==> src/rtl/conf_loader.sv <==
// rtl/conf_loader.sv - streams config words into N_RC register files, RC-fastest order (optional checksum: CONF_LOADER_CHECKSUM_EN)
module conf_loader #(
    parameter int N_RC              = 4,
    parameter int INSTR_WIDTH       = 32,
    parameter int RCS_NUM_CREG      = 32,
    parameter int RCS_NUM_CREG_LOG2 = $clog2(RCS_NUM_CREG)
) (
    input  logic                         clk_i,
    input  logic                         rst_i,
    input  logic                         load_start_i,
    input  logic [RCS_NUM_CREG_LOG2-1:0] load_base_i,
    input  logic [RCS_NUM_CREG_LOG2:0]   load_len_i,
    input  logic                         load_abort_i,
    input  logic                         cfg_valid_i,
    output logic                         cfg_ready_o,
    input  logic [INSTR_WIDTH-1:0]       cfg_data_i,
    output logic [INSTR_WIDTH-1:0]       instr_o,
    output logic [RCS_NUM_CREG_LOG2-1:0] pc_o,
    output logic [N_RC-1:0]              we_o,
    output logic                         ce_o,
    output logic                         busy_o,
    output logic                         done_o,
    output logic                         err_o
);

    localparam int RC_W = (N_RC > 1) ? $clog2(N_RC) : 1;

`ifdef CONF_LOADER_CHECKSUM_EN
    typedef enum logic [1:0] {S_IDLE, S_LOAD, S_CHECK, S_DONE} state_t;
`else
    typedef enum logic [1:0] {S_IDLE, S_LOAD, S_DONE} state_t;
`endif

    state_t                         state_q, state_d;
    logic [RCS_NUM_CREG_LOG2-1:0]   pc_cnt_q;
    logic [RC_W-1:0]                rc_cnt_q;
    logic [RCS_NUM_CREG_LOG2:0]     remaining_q;
    logic                           active;
    logic                           word_accept;
    logic                           rc_last;
    logic                           last_word;
    logic [RCS_NUM_CREG_LOG2-1:0]   pc_next;

    always_comb begin
        active = (state_q == S_LOAD);
`ifdef CONF_LOADER_CHECKSUM_EN
        active = active || (state_q == S_CHECK);
`endif
    end

    // An aborting cycle refuses the word so it can never be written.
    assign cfg_ready_o = active && !load_abort_i;
    assign busy_o      = active;
    assign done_o      = (state_q == S_DONE);
    assign word_accept = cfg_valid_i && cfg_ready_o;
    assign rc_last     = (rc_cnt_q == RC_W'(N_RC - 1));
    assign last_word   = rc_last && (remaining_q == (RCS_NUM_CREG_LOG2 + 1)'(1));
    assign pc_next     = (pc_cnt_q == RCS_NUM_CREG_LOG2'(RCS_NUM_CREG - 1)) ? '0 : pc_cnt_q + 1'b1;

    always_ff @(posedge clk_i) begin
        if (rst_i) state_q <= S_IDLE;
        else       state_q <= state_d;
    end

    always_comb begin
        state_d = state_q;
        case (state_q)
            S_IDLE: begin
                if (load_start_i) state_d = (load_len_i == '0) ? S_DONE : S_LOAD;
            end
            S_LOAD: begin
                if (load_abort_i) begin
                    state_d = S_IDLE;
                end else if (word_accept && last_word) begin
`ifdef CONF_LOADER_CHECKSUM_EN
                    state_d = S_CHECK;
`else
                    state_d = S_DONE;
`endif
                end
            end
`ifdef CONF_LOADER_CHECKSUM_EN
            S_CHECK: begin
                if (load_abort_i)     state_d = S_IDLE;
                else if (word_accept) state_d = S_DONE;
            end
`endif
            S_DONE:  state_d = S_IDLE;
            default: state_d = S_IDLE;
        endcase
    end

    always_ff @(posedge clk_i) begin
        if (rst_i) begin
            pc_cnt_q    <= '0;
            rc_cnt_q    <= '0;
            remaining_q <= '0;
            instr_o     <= '0;
            pc_o        <= '0;
            we_o        <= '0;
            ce_o        <= 1'b0;
        end else begin
            we_o <= '0;
            ce_o <= 1'b0;
            if (state_q == S_IDLE && load_start_i) begin
                pc_cnt_q    <= load_base_i;
                rc_cnt_q    <= '0;
                remaining_q <= load_len_i;
            end
            if (state_q == S_LOAD && word_accept) begin
                instr_o <= cfg_data_i;
                pc_o    <= pc_cnt_q;
                we_o    <= N_RC'(1) << rc_cnt_q;
                ce_o    <= 1'b1;
                if (rc_last) begin
                    rc_cnt_q    <= '0;
                    pc_cnt_q    <= pc_next;
                    remaining_q <= remaining_q - 1'b1;
                end else begin
                    rc_cnt_q <= rc_cnt_q + 1'b1;
                end
            end
        end
    end

`ifdef CONF_LOADER_CHECKSUM_EN
    logic [INSTR_WIDTH-1:0] xor_q;
    logic                   err_q;

    always_ff @(posedge clk_i) begin
        if (rst_i) begin
            xor_q <= '0;
            err_q <= 1'b0;
        end else begin
            if (state_q == S_IDLE && load_start_i) begin
                xor_q <= '0;
                err_q <= 1'b0;
            end
            if (state_q == S_LOAD && word_accept) xor_q <= xor_q ^ cfg_data_i;
            if (state_q == S_CHECK && word_accept && cfg_data_i != xor_q) err_q <= 1'b1;
        end
    end

    assign err_o = err_q;
`else
    assign err_o = 1'b0;
`endif

endmodule

==> config.mk <==
export PLATFORM = sky130hd
export DESIGN_NAME = conf_loader
export DESIGN_NICKNAME = d
export VERILOG_FILES = /design/src/rtl/conf_loader.sv
export SDC_FILE = /design/constraint.sdc
export NUM_CORES = 1
export LEC_CHECK = 0
export ABC_CLOCK_PERIOD_IN_PS = 1550
export BUFFER_PORTS_ARGS = -buffer_cell sky130_fd_sc_hd__buf_4
export CORE_MARGIN = 2
export CORE_UTILIZATION = 35
export CTS_CLUSTER_DIAMETER = 40
export CTS_CLUSTER_SIZE = 28
export DETAILED_ROUTE_END_ITERATION = 10
export GPL_ROUTABILITY_DRIVEN = 0
export PLACE_DENSITY_LB_ADDON = 0.12
export SYNTH_ARGS = -nofsm -noshare
export SYNTH_HDL_FRONTEND = slang
export SYNTH_SLANG_ARGS = --single-unit
==> constraint.sdc <==
create_clock -name clk_i -period 1.55 [get_ports clk_i]
set_input_delay 0.0775 -clock clk_i [delete_from_list [all_inputs] [get_ports clk_i]]
set_output_delay 0.0775 -clock clk_i [all_outputs]
set_load 0.05 [all_outputs]
==> results.txt, run 1 <==
Die Y = 85.4 µm
Synth-to-Final Area Change = 62.2%
Critical Path Start Type = flip-flop
Final count of hold timing violations = 0
Congestion Overflow GR = 0
Inserted Clock Buffers = 9
Initial antenna violation count = 0
Clock Latency Late Sink = 0.33 ns
Peak supply drop = 0.573 mV
DRT iter0 DRCs = 96
Synth top area cells = dfxtp_1, nand2_1, a21oi_1
Dpl ws = -0.0158 ns
Total number of H-tree levels = 3
Outcome = finished clean
Core Box Area = 0.00639 mm²
Final Max Slew Viols = 0
FP Rows = 29
Ports = 94
Post-synth top area cell = dfxtp_1
Synthesized net count = 334
Async SR Flop Fraction = 0%
Die area = 0.00729 mm²
Clock Tree Buf Depth = 2
Synth unique cells = 48
Sequential cell area fraction in the yosys report = 49.2%
Mapped Cells = 281
DRC = 0
Diode count = 0
Post-synth EDFFs = 0
Final Cycle Share = 97.8%
CTS tree = yes
First-pass GRT wire length = 10.9 mm
Tot GR Track Use = 18.8%
Post-Synthesis Mean Instance Area = 8.26 µm²
Post-CTS setup buffers = 0
Vias in the first global route = 2247
WL final = 6.64 mm
Synth top cells by count = nand2_1, dfxtp_1, a21oi_1
HP Class = input pin to flip-flop
Clock transition at path regs = 0.07 ns
Cell area power density = 864 mW/mm²
Max Freq = 659 MHz
Final setup vio count = 0
NumNets Final = 468
DR vias = 2434
CP Capture Type = flip-flop
Root Driver = clkbuf_8
Leakage power total = 1.53 nW
Post-layout util = 58.9%
Largest net degree at the start of global routing = 37
Max-Cap Viols = 0
Crit path max fanout = 2
Initial DRT Pass Iterations = 4
Final Worst Setup Slack = 0.0334 ns
Share of the synthesized area in the top cell type = 49.2%
Cell count after placement = 449
Final min period = 1.52 ns
HPWL after DPL = 4.34 mm
R2r setup slk = 0.03 ns
Clock sink count = 57
Synthesized area = 0.00232 mm²
Crit path DAT = 1.76 ns
Share of layout cells above drive strength 1 = 33.9%
Top_reg_cell synth = dfxtp_1
CP Data Required Time = 1.79 ns
Most common cell in the netlist = nand2_1
Kind of critical path = flip-flop to flip-flop
Flip-flop and latch count after synthesis = 57
Filler instances = 590
PortBufs = 92
Final Non-Filler Cells = 496
Vias/cell = 4.91
Skew final = 0.00875 ns
Drt wl/cell = 13.4 µm
Die width = 85.4 µm
Yosys warning count = 0
Starting Density = 36.3%
Post-route ant nets = 0
==> registers in the layout, summed over array words and instances, names as in the netlist <==
signal and count:
instr_o 32, pc_cnt_q 5, pc_o 5, state_q 2, we_o 4, rc_cnt_q 2
remaining_q 6, ce_o 1
==> worst max-delay path, stage by stage, from the launching register on <==
cell and delay (ns):
dfxtp_2 0.34, ha_4 0.15, and3_4 0.18, ha_4 0.15, or4_4 0.52, o32ai_2 0.09
==> worst paths after layout <==
path	startpoint	end	cells after the start
max reg2reg	pc_cnt_q[1]$_SDFF_PP0_	pc_cnt_q[3]$_SDFF_PP0_	5
min reg2reg	instr_o[1]$_SDFFE_PP0N_	instr_o[1]$_SDFFE_PP0N_	2
max	pc_cnt_q[1]$_SDFF_PP0_	pc_cnt_q[3]$_SDFF_PP0_	5
min	load_len_i[5]	remaining_q[5]$_SDFF_PP0_	3
==> per-stage QoR <==
step | hold WS, ns | power, mW | cell area (µm²) | setup TNS, ns
finish | 0.0276 | 3.25 | 3760 | 0
global route | 0.0180 | 3.42 | 3760 | -0.00155
CTS | 0.00151 | 3.26 | 3700 | 0
detailed placement | 0.332 | 2.02 | 3190 | -0.0158
global placement | 0.325 | 2.01 | 3190 | 0
floorplan | 0.214 | 1.81 | 2320 | 0
==> final cells by class <==
cell class                      count  area, µm²  share of cell area, %
Inverter                            4       27.5                  0.732
Multi-Input combinational cell    200       1160                   30.8
Clock inverter                      3       17.5                  0.466
Tap cell                           77       96.3                   2.56
Sequential cell                    57       1140                   30.4
Clock buffer                       12        145                   3.86
Timing Repair Buffer              143       1170                   31.2
==> power by group <==
group          leakage, nW  switching [mW]  total [mW]  internal (mW)
Combinational        0.986           0.276       0.534          0.258
Clock               0.0822           0.567        1.18          0.610
Sequential           0.463          0.0313        1.54           1.51
Total                 1.53           0.874        3.25           2.38
==> cells by family after synthesis <==
kind of cell               after synthesis  synth area share, %
DFF                                     57                 49.2
buffers and inverters                   24                 4.26
other                                    1                0.162
AOI/OAI and AO/OA                       65                 17.3
adders and majority gates                5                 2.70
xor gates and xnor gates                 2                0.755
and+or+nand+nor                        126                 25.2
muxes                                    1                0.432
==> metal layers <==
metal / track usage, % / up-vias / share of wire, %
li1: - / 1241 / -
met1: 25.0 / 1105 / 46
met2: 29.1 / 75 / 47
met3: 4.57 / 13 / 5.7
met4: 7.79 / 0 / 1.8
met5: 0 / - / 0
==> cells in the final DEF, fill, tap and decap left out, types with 2 or more instances in the layout <==
master,count
clkbuf_1,2
or3b_4,2
dfxtp_1,54
ha_1,2
ha_4,2
inv_1,3
dfxtp_2,3
nor3_1,4
a311oi_1,4
nand2_1,88
o211ai_1,3
clkinv_2,2
clkbuf_8,10
nor4_1,2
a31oi_1,5
dlygate4sd3_1,32
nand4b_1,2
buf_4,109
a32oi_1,3
a21oi_1,41
nor2_1,4
nor2b_1,2
nor4b_1,2
nand3_1,3
or3_1,2
==> what timing repair did <==
item / 4_1_cts / 5_1_grt
gates resized for setup: 9 / 15
pin swaps: 1 / 2
hold endpoints to repair: 31 / 1
setup endpoints to repair: 2 / 6
hold buffers: 31 / 1
Note: power is estimated with default switching activity, not from simulation.
==> run 2: changes to the inputs <==
ABC_CLOCK_PERIOD_IN_PS = 1800   (was 1550)
REMOVE_ABC_BUFFERS = 1   (was unset)
clock period = 1.8 ns   (was 1.55 ns; I/O delays follow)
==> run 2 against run 1 <==
Against the previous run:
- combinational power is 23% lower
- non-clock buffer count is 23 lower
- via count is 3.4% lower
- die area stayed put
- clock-buffer cell count is 1 lower
- global-route usage is 1.6 points lower
- worst setup slack better by 0.075 ns
- core utilization is 3.3 points lower
- maximum frequency is 10% lower
- clock power is 15% higher
- flip-flop and latch count stayed put
- sequential share of layout area is 1.7 points higher
==> results.txt, run 2 (synthesis results as in run 1) <==
Final worst hold slack = 0.0169 ns (-0.0108 ns)
Area of placed instances = 0.00311 mm² (-2.6%)
Die area = 0.00729 mm² (unchanged)
Cell count after placement = 437 (-2.7%)
R2r setup slk = 0.11 ns (+0.07 ns)
Top reg by flops = instr_o
Met1 usage in global routing = 21.7% (-3.3 points)
Final instance area = 0.00355 mm² (-5.6%)
Register area = 0.00114 mm² (-0.33%)
CP Capture Type = flip-flop
Post-CTS setup buffers = 0 (unchanged)
NumNets Final = 445 (-4.9%)
Kind of critical path = flip-flop to flip-flop
Met2 Use GR = 27.6% (-1.6 points)
Core Box Area = 0.00639 mm² (unchanged)
Drt wl/cell = 13.2 µm (-1.5%)
CTS tree = yes
First-pass GRT wire length = 10.0 mm (-7.7%)
Vias/cell = 4.96 (+1.1%)
Worst r2r src = pc_cnt_q[0]$_SDFF_PP0_
Hold path start = cfg_data_i[12]
Clock Tree Buf Depth = 2 (unchanged)
Max Freq = 591 MHz (-10%)
Largest net degree at the start of global routing = 39 (+5.4%)
Inserted Clock Buffers = 9 (unchanged)
Top Registers = instr_o: 32 flops, remaining_q: 6 flops
Final setup vio count = 0 (unchanged)
CP Data Required Time = 2.03 ns (+0.24 ns)
Hold path cells = 3 (unchanged)
Vias in the first global route = 2131 (-5.2%)
Max-Cap Viols = 0 (unchanged)
WL final = 6.25 mm (-5.9%)
Tot GR Track Use = 17.2% (-1.6 points)
Final Cycle Share = 94.0% (-3.9 points)
DRT iter0 DRCs = 81 (-16%)
Die width = 85.4 µm (unchanged)
Root Driver = clkbuf_8
Die Y = 85.4 µm (unchanged)
Critical path's slowest cell = or4_1
HP Class = input pin to flip-flop
Final Max Slew Viols = 0 (unchanged)
Outcome = finished clean
Filler instances = 610 (+3.4%)
PortBufs = 92 (unchanged)
DRC = 0 (unchanged)
Most frequent CP cell = ha_1
Multi-input gate area = 0.00110 mm² (-4.8%)
Met3 Use GR = 4.28% (-0.29 points)
Skew final = 0.00515 ns (-0.00360 ns)
Commonest non-fill, non-tap cell in the layout = buf_4
Leakage power total = 1.45 nW (-5.0%)
Post-layout util = 55.6% (-3.3 points)
Clock Latency Late Sink = 0.33 ns (about the same)
Share of layout cells above drive strength 1 = 30.7% (-3.2 points)
Cell area power density = 871 mW/mm² (+0.81%)
Crit path launch = pc_cnt_q[0]$_SDFF_PP0_
Most frequent cells in the layout = buf_4, nand2_1, dfxtp_1
Congestion Overflow GR = 0 (unchanged)
Initial antenna violation count = 0 (unchanged)
Worst R2R Path Depth = 5 (unchanged)
HPWL after DPL = 4.07 mm (-6.4%)
Starting Density = 36.3% (unchanged)
Final min period = 1.69 ns (+0.175 ns)
Final Non-Filler Cells = 474 (-4.4%)
Busiest layer in global routing = met2
CP cell instances = ha_1 -> and3_1 -> ha_1 -> or4_1 -> o32ai_1
DR vias = 2352 (-3.4%)
Synth-to-Final Area Change = 53.1%
Crit path max fanout = 5 (+3)
Ports = 94 (unchanged)
Peak supply drop = 0.589 mV (+2.7%)
FP Rows = 29 (unchanged)
Max reg flops = 32 (unchanged)
Clock sink count = 57 (unchanged)
Crit path DAT = 1.92 ns (+0.16 ns)
Post-route ant nets = 0 (unchanged)
Crit path largest cell delay = 0.52 ns (about the same)
Initial DRT Pass Iterations = 4 (unchanged)
RSZ-0062 raised after global routing = no
Final count of hold timing violations = 0 (unchanged)
Total number of H-tree levels = 3 (unchanged)
Clock transition at path regs = 0.07 ns (about the same)
Diode count = 0 (unchanged)
Critical Path Start Type = flip-flop
## run 2: changes by cell type in the layout (fill, tap and decap cells not counted), moves of 2 or more
cell	before	now
dlygate4sd3_1	32	21
dfxtp_1	54	57
dfxtp_2	3	0
ha_1	2	5
clkbuf_1	2	0
bufinv_16	0	2
ha_4	2	0
buf_4	109	98
## run 2: stage by stage
| stage | worst slack [ns] | total power, mW | TNS [ns] |
|---|---|---|---|
| 3_3_place_gp | 0.170 | 1.72 | 0 |
| 5_1_grt | 0.0125 | 3.24 | 0 |
| 3_5_place_dp | 0.123 | 1.73 | 0 |
| 2_1_floorplan | -1.63 | 1.54 | -62.68 |
| 6_report | 0.108 | 3.09 | 0 |
| 4_1_cts | 0.0594 | 3.13 | 0 |
## run 2: worst max-delay path: cells and delay by family (launching register included)
family / cells / cell delay, ns
compound gates: 1 / 0.11
fa+ha+maj: 2 / 0.44
flops: 1 / 0.35
simple gates: 2 / 0.71
## run 2: area by class of cell
cell class                      count  area share, %
Timing Repair Buffer              120           27.2
Multi-Input combinational cell    200           31.0
Clock buffer                       11           4.26
Clock inverter                      5           2.18
Sequential cell                    57           32.1
Inverter                            4          0.458
Tap cell                           77           2.71
## run 2: worst paths after layout
path,to
max,pc_cnt_q[3]$_SDFF_PP0_
min,instr_o[12]$_SDFFE_PP0N_
max reg2reg,pc_cnt_q[3]$_SDFF_PP0_
min reg2reg,instr_o[27]$_SDFFE_PP0N_
## run 2: what timing repair did
item                                    4_1_cts  5_1_grt
endpoints found under the hold margin        21        0
hold buffers                                 21        0
resized for setup                             1        1
endpoints found under the setup margin        1        1
## run 2: where the power goes
part / internal [mW] / switching, mW
registers: 1.30 / 0.0280
logic: 0.188 / 0.221
clock network: 0.850 / 0.508
## run 2: metal layers
| layer | wire length [µm] | up-vias |
|---|---|---|
| li1 | - | 1200 |
| met1 | 2830 | 1060 |
| met2 | 2890 | 81 |
| met3 | 437 | 11 |
| met4 | 92 | 0 |
| met5 | 0 | - |
